===== config.mk =====
export PLATFORM = sky130hd
export DESIGN_NAME = vga_grid_capture
export DESIGN_NICKNAME = d
export VERILOG_FILES = /design/src/rtl/vga_grid_capture_pkg.sv /design/src/rtl/vga_grid_capture_if.sv /design/src/rtl/vga_sync_lock.sv /design/src/rtl/vga_grid_capture.sv
export SDC_FILE = /design/constraint.sdc
export NUM_CORES = 1
export LEC_CHECK = 0
export ABC_AREA = 1
export BUFFER_PORTS_ARGS = -buffer_cell sky130_fd_sc_hd__buf_2
export CAP_MARGIN = 20
export CORE_ASPECT_RATIO = 0.8
export CORE_MARGIN = 4
export CORE_UTILIZATION = 58
export CTS_CLUSTER_SIZE = 8
export DETAILED_ROUTE_END_ITERATION = 10
export GPL_TIMING_DRIVEN = 0
export PLACE_DENSITY_LB_ADDON = 0.05
export SLEW_MARGIN = 10
export SYNTH_ARGS = -nofsm -noshare
export SYNTH_HDL_FRONTEND = slang
export SYNTH_SLANG_ARGS = --single-unit

===== constraint.sdc =====
create_clock -name VGA_CLK_IN -period 2.95 [get_ports VGA_CLK_IN]
set_input_delay 0 -clock VGA_CLK_IN [delete_from_list [all_inputs] [get_ports VGA_CLK_IN]]
set_output_delay 0 -clock VGA_CLK_IN [all_outputs]
set_load 0.02 [all_outputs]

===== src/rtl/vga_grid_capture_pkg.sv =====
// Shared types and constants for vga_grid_capture: lock states, cell codes,
// reference colours and the 4x4 grid geometry in pixel-clock coordinates.
package vga_cap_pkg;

    typedef enum logic [1:0] {
        SEARCH  = 2'd0,
        MEASURE = 2'd1,
        LOCKED  = 2'd2
    } lock_state_t;

    typedef logic [1:0] cell_code_t;

    localparam cell_code_t CELL_EMPTY = 2'b00;
    localparam cell_code_t CELL_P0    = 2'b01;
    localparam cell_code_t CELL_P1    = 2'b10;
    localparam cell_code_t CELL_INV   = 2'b11;

    localparam logic [23:0] WHITE  = 24'hFFFFFF;
    localparam logic [23:0] BLUE   = 24'h0000FF;
    localparam logic [23:0] GREEN  = 24'h00FF00;
    localparam logic [23:0] PURPLE = 24'hCC99FF;

    localparam int GRID_DIM   = 4;
    localparam int NUM_CELLS  = GRID_DIM * GRID_DIM;
    localparam int GRID_X0    = 320;
    localparam int GRID_Y0    = 130;
    localparam int GRID_PITCH = 75;
    localparam int GRID_X_OFF = 36;  // +1 over cell centre: source registers its pixel
    localparam int GRID_Y_OFF = 35;

    localparam int              XY_W   = 10;
    localparam logic [XY_W-1:0] XY_MAX = 10'd1023;

    function automatic cell_code_t classify(input logic [23:0] rgb);
        case (rgb)
            WHITE:   return CELL_EMPTY;
            GREEN:   return CELL_P0;
            PURPLE:  return CELL_P1;
            default: return CELL_INV;
        endcase
    endfunction

endpackage


===== src/rtl/vga_grid_capture_if.sv =====
// Incoming VGA video bundle: syncs plus 8-bit RGB, all on the pixel clock.
interface vga_grid_capture_if;
    logic       hsync;
    logic       vsync;
    logic [7:0] red;
    logic [7:0] green;
    logic [7:0] blue;

    modport master (output hsync, vsync, red, green, blue);
    modport slave  (input  hsync, vsync, red, green, blue);
endinterface


===== src/rtl/vga_sync_lock.sv =====
// Sync edge detection, x/y raster counters and the timing-lock FSM.
module vga_sync_lock
    import vga_cap_pkg::*;
#(
    parameter int H_TOTAL     = 800,
    parameter int V_TOTAL     = 526,
    parameter int LOCK_FRAMES = 2
) (
    input  logic                clk,
    input  logic                rst,
    vga_grid_capture_if.slave   vid,
    output logic [XY_W-1:0]     x,
    output logic [XY_W-1:0]     y,
    output logic                hs_edge,
    output logic                vs_edge,
    output logic                locked
);

    localparam int CW = $clog2(LOCK_FRAMES + 1);

    logic [1:0]    hs_q, vs_q;
    lock_state_t   state, state_n;
    logic [CW-1:0] good_cnt, good_cnt_n;
    logic          lines_ok, line_bad, frame_good;

    assign hs_edge = hs_q[0] & ~hs_q[1];
    assign vs_edge = vs_q[0] & ~vs_q[1];
    // a coincident vsync edge makes this a frame boundary, not a line check
    assign line_bad   = hs_edge & ~vs_edge & (x != XY_W'(H_TOTAL - 1));
    assign frame_good = lines_ok & (y == XY_W'(V_TOTAL - 1));
    assign locked     = (state == LOCKED);

    always_ff @(posedge clk or posedge rst) begin
        if (rst) begin
            hs_q <= '0;
            vs_q <= '0;
            x    <= '0;
            y    <= '0;
        end else begin
            hs_q <= {hs_q[0], vid.hsync};
            vs_q <= {vs_q[0], vid.vsync};
            if (hs_edge)            x <= '0;
            else if (x != XY_MAX)   x <= x + 1'b1;
            if (vs_edge)                      y <= '0;
            else if (hs_edge && y != XY_MAX)  y <= y + 1'b1;
        end
    end

    always_ff @(posedge clk or posedge rst) begin
        if (rst) begin
            state    <= SEARCH;
            good_cnt <= '0;
            lines_ok <= 1'b0;
        end else begin
            state    <= state_n;
            good_cnt <= good_cnt_n;
            if (vs_edge)        lines_ok <= 1'b1;
            else if (line_bad)  lines_ok <= 1'b0;
        end
    end

    always_comb begin
        state_n    = state;
        good_cnt_n = good_cnt;
        case (state)
            SEARCH: if (vs_edge) begin
                state_n    = MEASURE;
                good_cnt_n = '0;
            end
            MEASURE: if (vs_edge) begin
                if (!frame_good) begin
                    good_cnt_n = '0;
                end else if (good_cnt == CW'(LOCK_FRAMES - 1)) begin
                    state_n    = LOCKED;
                    good_cnt_n = '0;
                end else begin
                    good_cnt_n = good_cnt + 1'b1;
                end
            end
            LOCKED: if (line_bad || (vs_edge && !frame_good)) state_n = SEARCH;
            default: state_n = SEARCH;
        endcase
    end

endmodule


===== src/rtl/vga_grid_capture.sv =====
// Samples a 4x4 board from a VGA stream once timing is locked and publishes
// 2-bit cell codes per frame. Define VGA_CAP_STATS_EN for frame/error counters.
module vga_grid_capture
    import vga_cap_pkg::*;
#(
    parameter int H_TOTAL     = 800,
    parameter int V_TOTAL     = 526,
    parameter int LOCK_FRAMES = 2,
    parameter int X0          = GRID_X0,
    parameter int Y0          = GRID_Y0,
    parameter int PITCH       = GRID_PITCH,
    parameter int X_OFF       = GRID_X_OFF,
    parameter int Y_OFF       = GRID_Y_OFF
) (
    input  logic        VGA_CLK_IN,
    input  logic        RST,
    input  logic        i_hsync,
    input  logic        i_vsync,
    input  logic [7:0]  i_red,
    input  logic [7:0]  i_green,
    input  logic [7:0]  i_blue,
    output logic [31:0] o_cells,
    output logic        o_frame_valid,
    output logic        o_locked
`ifdef VGA_CAP_STATS_EN
    ,
    output logic [15:0] o_frame_cnt,
    output logic [7:0]  o_err_cnt
`endif
);

    vga_grid_capture_if vid ();
    assign vid.hsync = i_hsync;
    assign vid.vsync = i_vsync;
    assign vid.red   = i_red;
    assign vid.green = i_green;
    assign vid.blue  = i_blue;

    logic [XY_W-1:0]     x, y;
    logic                hs_edge, vs_edge, locked;
    logic [GRID_DIM-1:0] col_hit, row_hit;
    logic [31:0]         shadow;
    cell_code_t          code;

    vga_sync_lock #(
        .H_TOTAL     (H_TOTAL),
        .V_TOTAL     (V_TOTAL),
        .LOCK_FRAMES (LOCK_FRAMES)
    ) u_lock (
        .clk     (VGA_CLK_IN),
        .rst     (RST),
        .vid     (vid),
        .x       (x),
        .y       (y),
        .hs_edge (hs_edge),
        .vs_edge (vs_edge),
        .locked  (locked)
    );

    for (genvar i = 0; i < GRID_DIM; i++) begin : g_hit
        assign col_hit[i] = (x == XY_W'(X0 + PITCH * i + X_OFF));
        assign row_hit[i] = (y == XY_W'(Y0 + PITCH * i + Y_OFF));
    end

    assign code     = classify({vid.red, vid.green, vid.blue});
    assign o_locked = locked;

    // clearing to invalid after the copy flags cells the raster never reached
    always_ff @(posedge VGA_CLK_IN or posedge RST) begin
        if (RST) begin
            shadow <= '0;
        end else if (vs_edge) begin
            shadow <= '1;
        end else begin
            for (int r = 0; r < GRID_DIM; r++)
                for (int c = 0; c < GRID_DIM; c++)
                    if (row_hit[r] && col_hit[c]) shadow[2*(GRID_DIM*r+c) +: 2] <= code;
        end
    end

    always_ff @(posedge VGA_CLK_IN or posedge RST) begin
        if (RST) begin
            o_cells       <= '0;
            o_frame_valid <= 1'b0;
        end else begin
            o_frame_valid <= vs_edge & locked;
            if (vs_edge && locked) o_cells <= shadow;
        end
    end

`ifdef VGA_CAP_STATS_EN
    logic locked_q;

    always_ff @(posedge VGA_CLK_IN or posedge RST) begin
        if (RST) begin
            locked_q    <= 1'b0;
            o_frame_cnt <= '0;
            o_err_cnt   <= '0;
        end else begin
            locked_q <= locked;
            if (vs_edge && locked) o_frame_cnt <= o_frame_cnt + 1'b1;
            if (locked_q && !locked && o_err_cnt != 8'hFF) o_err_cnt <= o_err_cnt + 1'b1;
        end
    end
`endif

endmodule


==> impl_metrics.tcl <==
set metrics [dict create \
    status "completed" \
    reg2reg_to "shadow[27]" \
    async_flop_share_pct 100 \
    vias 4233 \
    period_minus_slack_ns 1.77 \
    drtAntennaViolNets 0 \
    yosysSeqAreaShare_pct 49.2 \
    dp_slack_ns 1.23 \
    cts_tree "built" \
    grt.overflow.total 0 \
    cp.arrival_ns 2.04 \
    worstPathRequired_ns 3.22 \
    yosys_register_bits 94 \
    fin_ws_ns 1.18 \
    startpoint_type "flip-flop" \
    clk_pin_slew_ns 0.10 \
    die_area_um2 9760 \
    whs_ns 0.198 \
    grt_pass1_vias 3952 \
    grt_max_degree 58 \
    ctsResizeCount 0 \
    critPathMaxFanout 8 \
    start_util_pct 59.9 \
    area_growth_pct 14.3 \
    r2r-start "u_lock.y[0]" \
    grt_antenna_before_repair 0 \
    final.setup.tns_ns 0 \
    synth_area_leader_cell "dfrtp_1" \
    grt_usage_pct 24.6 \
    p_leak_nw 2.88 \
    drc_errors 0 \
    clk_latency_ns 0.37 \
    coreArea_um2 7980 \
    dr.pass1.iters 5 \
    synth-main-ff-cell "dfrtp_1" \
    synth_common_cells "nand2_1 (162), inv_1 (104), dfrtp_1 (94), nor2_1 (91), nand3_1 (39)" \
    num_antenna_cells 0 \
    dpl.hpwl_mm 8.15 \
    die_y_um 89.2 \
    routed_wl_mm 11.1 \
    cts_buffers 9 \
    max_slew_margin_pct 67.0 \
    finClkSkew_ns 0.0185 \
    power_density_nw_per_um2 441 \
    drtIter0Drc 257 \
    fin_crit_sh_pct 60.0 \
    reg2regPathDepth 9 \
    ctsRootBufferMaster "clkbuf_8" \
    post-route-util_pct 68.4 \
    syn_avg_cell_area_um2 7.57 \
    worst_pin_slew_ns 0.495 \
    drv_cap 0 \
    die_w_um 109 \
    syn_area_um2 4780 \
    synth_top_area_share_pct 49.2 \
    finalSetupViolCount 0 \
    row_count 29 \
    synth_area_leaders "dfrtp_1 (49%), nand2_1 (13%), inv_1 (8.2%), nor2_1 (7.1%), nand3_1 (4.1%)" \
    post_dp_cell_area_um2 5250 \
    regToRegSetupSlack_ns 1.18 \
    cts-htree-levels 3 \
    rsz0062_at_grt "no" \
    fin_area_um2 5460 \
    fmax_mhz 565 \
    endpoint "shadow[27]" \
    final_nets 743 \
    drive_above_1_share_pct 16.4 \
    yosysUniqueCellTypes 28 \
    ys.warnings.count 0 \
    setup.worst_path.class "reg2reg" \
    wire_per_inst_um 13.5 \
    vias_per_cell 5.16 \
    grt_pass1_wl_mm 18.7 \
    hold_violations 0 \
    cts.sinks 94 \
    crit_path_end_kind "flip-flop" \
    cts_setup_buffers 0 \
    hold_path_class "in2async" \
    ios 62 \
    clockBufferDepth 2 \
    syn_inst 631 \
    synth_nets 667 \
    globalplace.congestion 0.884 \
    drv_slew 0 \
    synth.most_common_cell "nand2_1" \
    cp-startpoint "u_lock.y[0]" \
    irDropWorstVdd_v 0.000295 \
    io_buffers 61 \
    synth-edff-count 0 \
]
-- worst max-delay path, stage by stage (launching register included) --
cell and delay [ns]:
dfrtp_1 0.48, inv_1 0.15, ha_1 0.16, inv_1 0.04, nor2_1 0.09, nand3_1 0.23, nor2_1 0.26, nand4_1 0.14
nand2_1 0.10, inv_1 0.04
-- power by group --
| part | switching, mW | total, mW | internal (mW) |
|---|---|---|---|
| clock network | 0.456 | 0.812 | 0.356 |
| logic | 0.151 | 0.230 | 0.0788 |
| registers | 0.0440 | 1.37 | 1.32 |
| total | 0.651 | 2.41 | 1.76 |
-- worst min path at each step --
stage / start / endpoint / slack [ns] / cells past startpoint
final: RST / u_lock.y[4] / 0.20 / 3
after global routing: RST / u_lock.y[4] / 0.25 / 3
after CTS: RST / u_lock.y[4] / 0.21 / 3
after detailed placement: RST / u_lock.y[4] / 0.07 / 2
after global placement: i_hsync / u_lock.hs_q[0] / 0.11 / 1
after floorplan: i_hsync / u_lock.hs_q[0] / 0.03 / 0
-- layer usage --
layer	vias up	global-route usage, %	routed length, um
met5	-	0	0
met4	0	7.47	154
met3	16	5.05	689
met2	128	38.5	5100
met1	1972	34.9	5130
li1	2117	-	-
-- cell families (layout without fill, tap and decap cells) --
kind of cell / count (synthesis) / in the layout / synth area share, %
AO/OA/AOI/OAI: 62 / 62 / 6.78
adder cells (fa/ha/maj): 8 / 8 / 2.09
buffers and inverters: 124 / 205 / 10.4
flip-flops: 94 / 94 / 49.2
AND/OR/NAND/NOR: 343 / 343 / 31.5
-- cell type report --
type / instances / area, um2
sequential: 94 / 2350
fill: 699 / 2520
clock inverter: 4 / 30.0
tap: 108 / 135
timing repair buffer: 65 / 363
clock buffer: 12 / 155
inverter: 107 / 404
buffer: 17 / 96.3
multi-input combinational: 413 / 1930
-- flip-flops by register name, indices dropped and copies added, names as in the netlist --
signal,count
o_cells,32
shadow,32
u_lock.x,10
u_lock.y,10
u_lock.good_cnt,2
u_lock.hs_q,2
u_lock.state,2
u_lock.vs_q,2
o_frame_valid,1
u_lock.lines_ok,1
-- stage by stage --
| stage | std cells | power [mW] |
|---|---|---|
| 2_1_floorplan | 631 | 1.54 |
| 3_3_place_gp | 800 | 1.60 |
| 3_5_place_dp | 801 | 1.62 |
| 4_1_cts | 820 | 2.43 |
| 5_1_grt | 820 | 2.53 |
| 6_report | 820 | 2.41 |
-- placed cells by master (no fill, tap or decap), types with 6 or more instances in the layout --
master and instances:
ha_1 8, o21ai_1 9, nand2_1 162, a21oi_1 10
nor2_1 91, nand2_2 6, nand4_1 21, nor3_1 9
clkbuf_8 11, nand3_1 39, buf_2 72, o21ai_0 38
dfrtp_1 94, inv_1 103
-- repair_timing --
item                       in CTS  in global routing
hold endpoints to repair       39                  0
hold buffers                    3                  0
setup endpoints to repair       0                  0
Power figures use the tool's default switching activity.
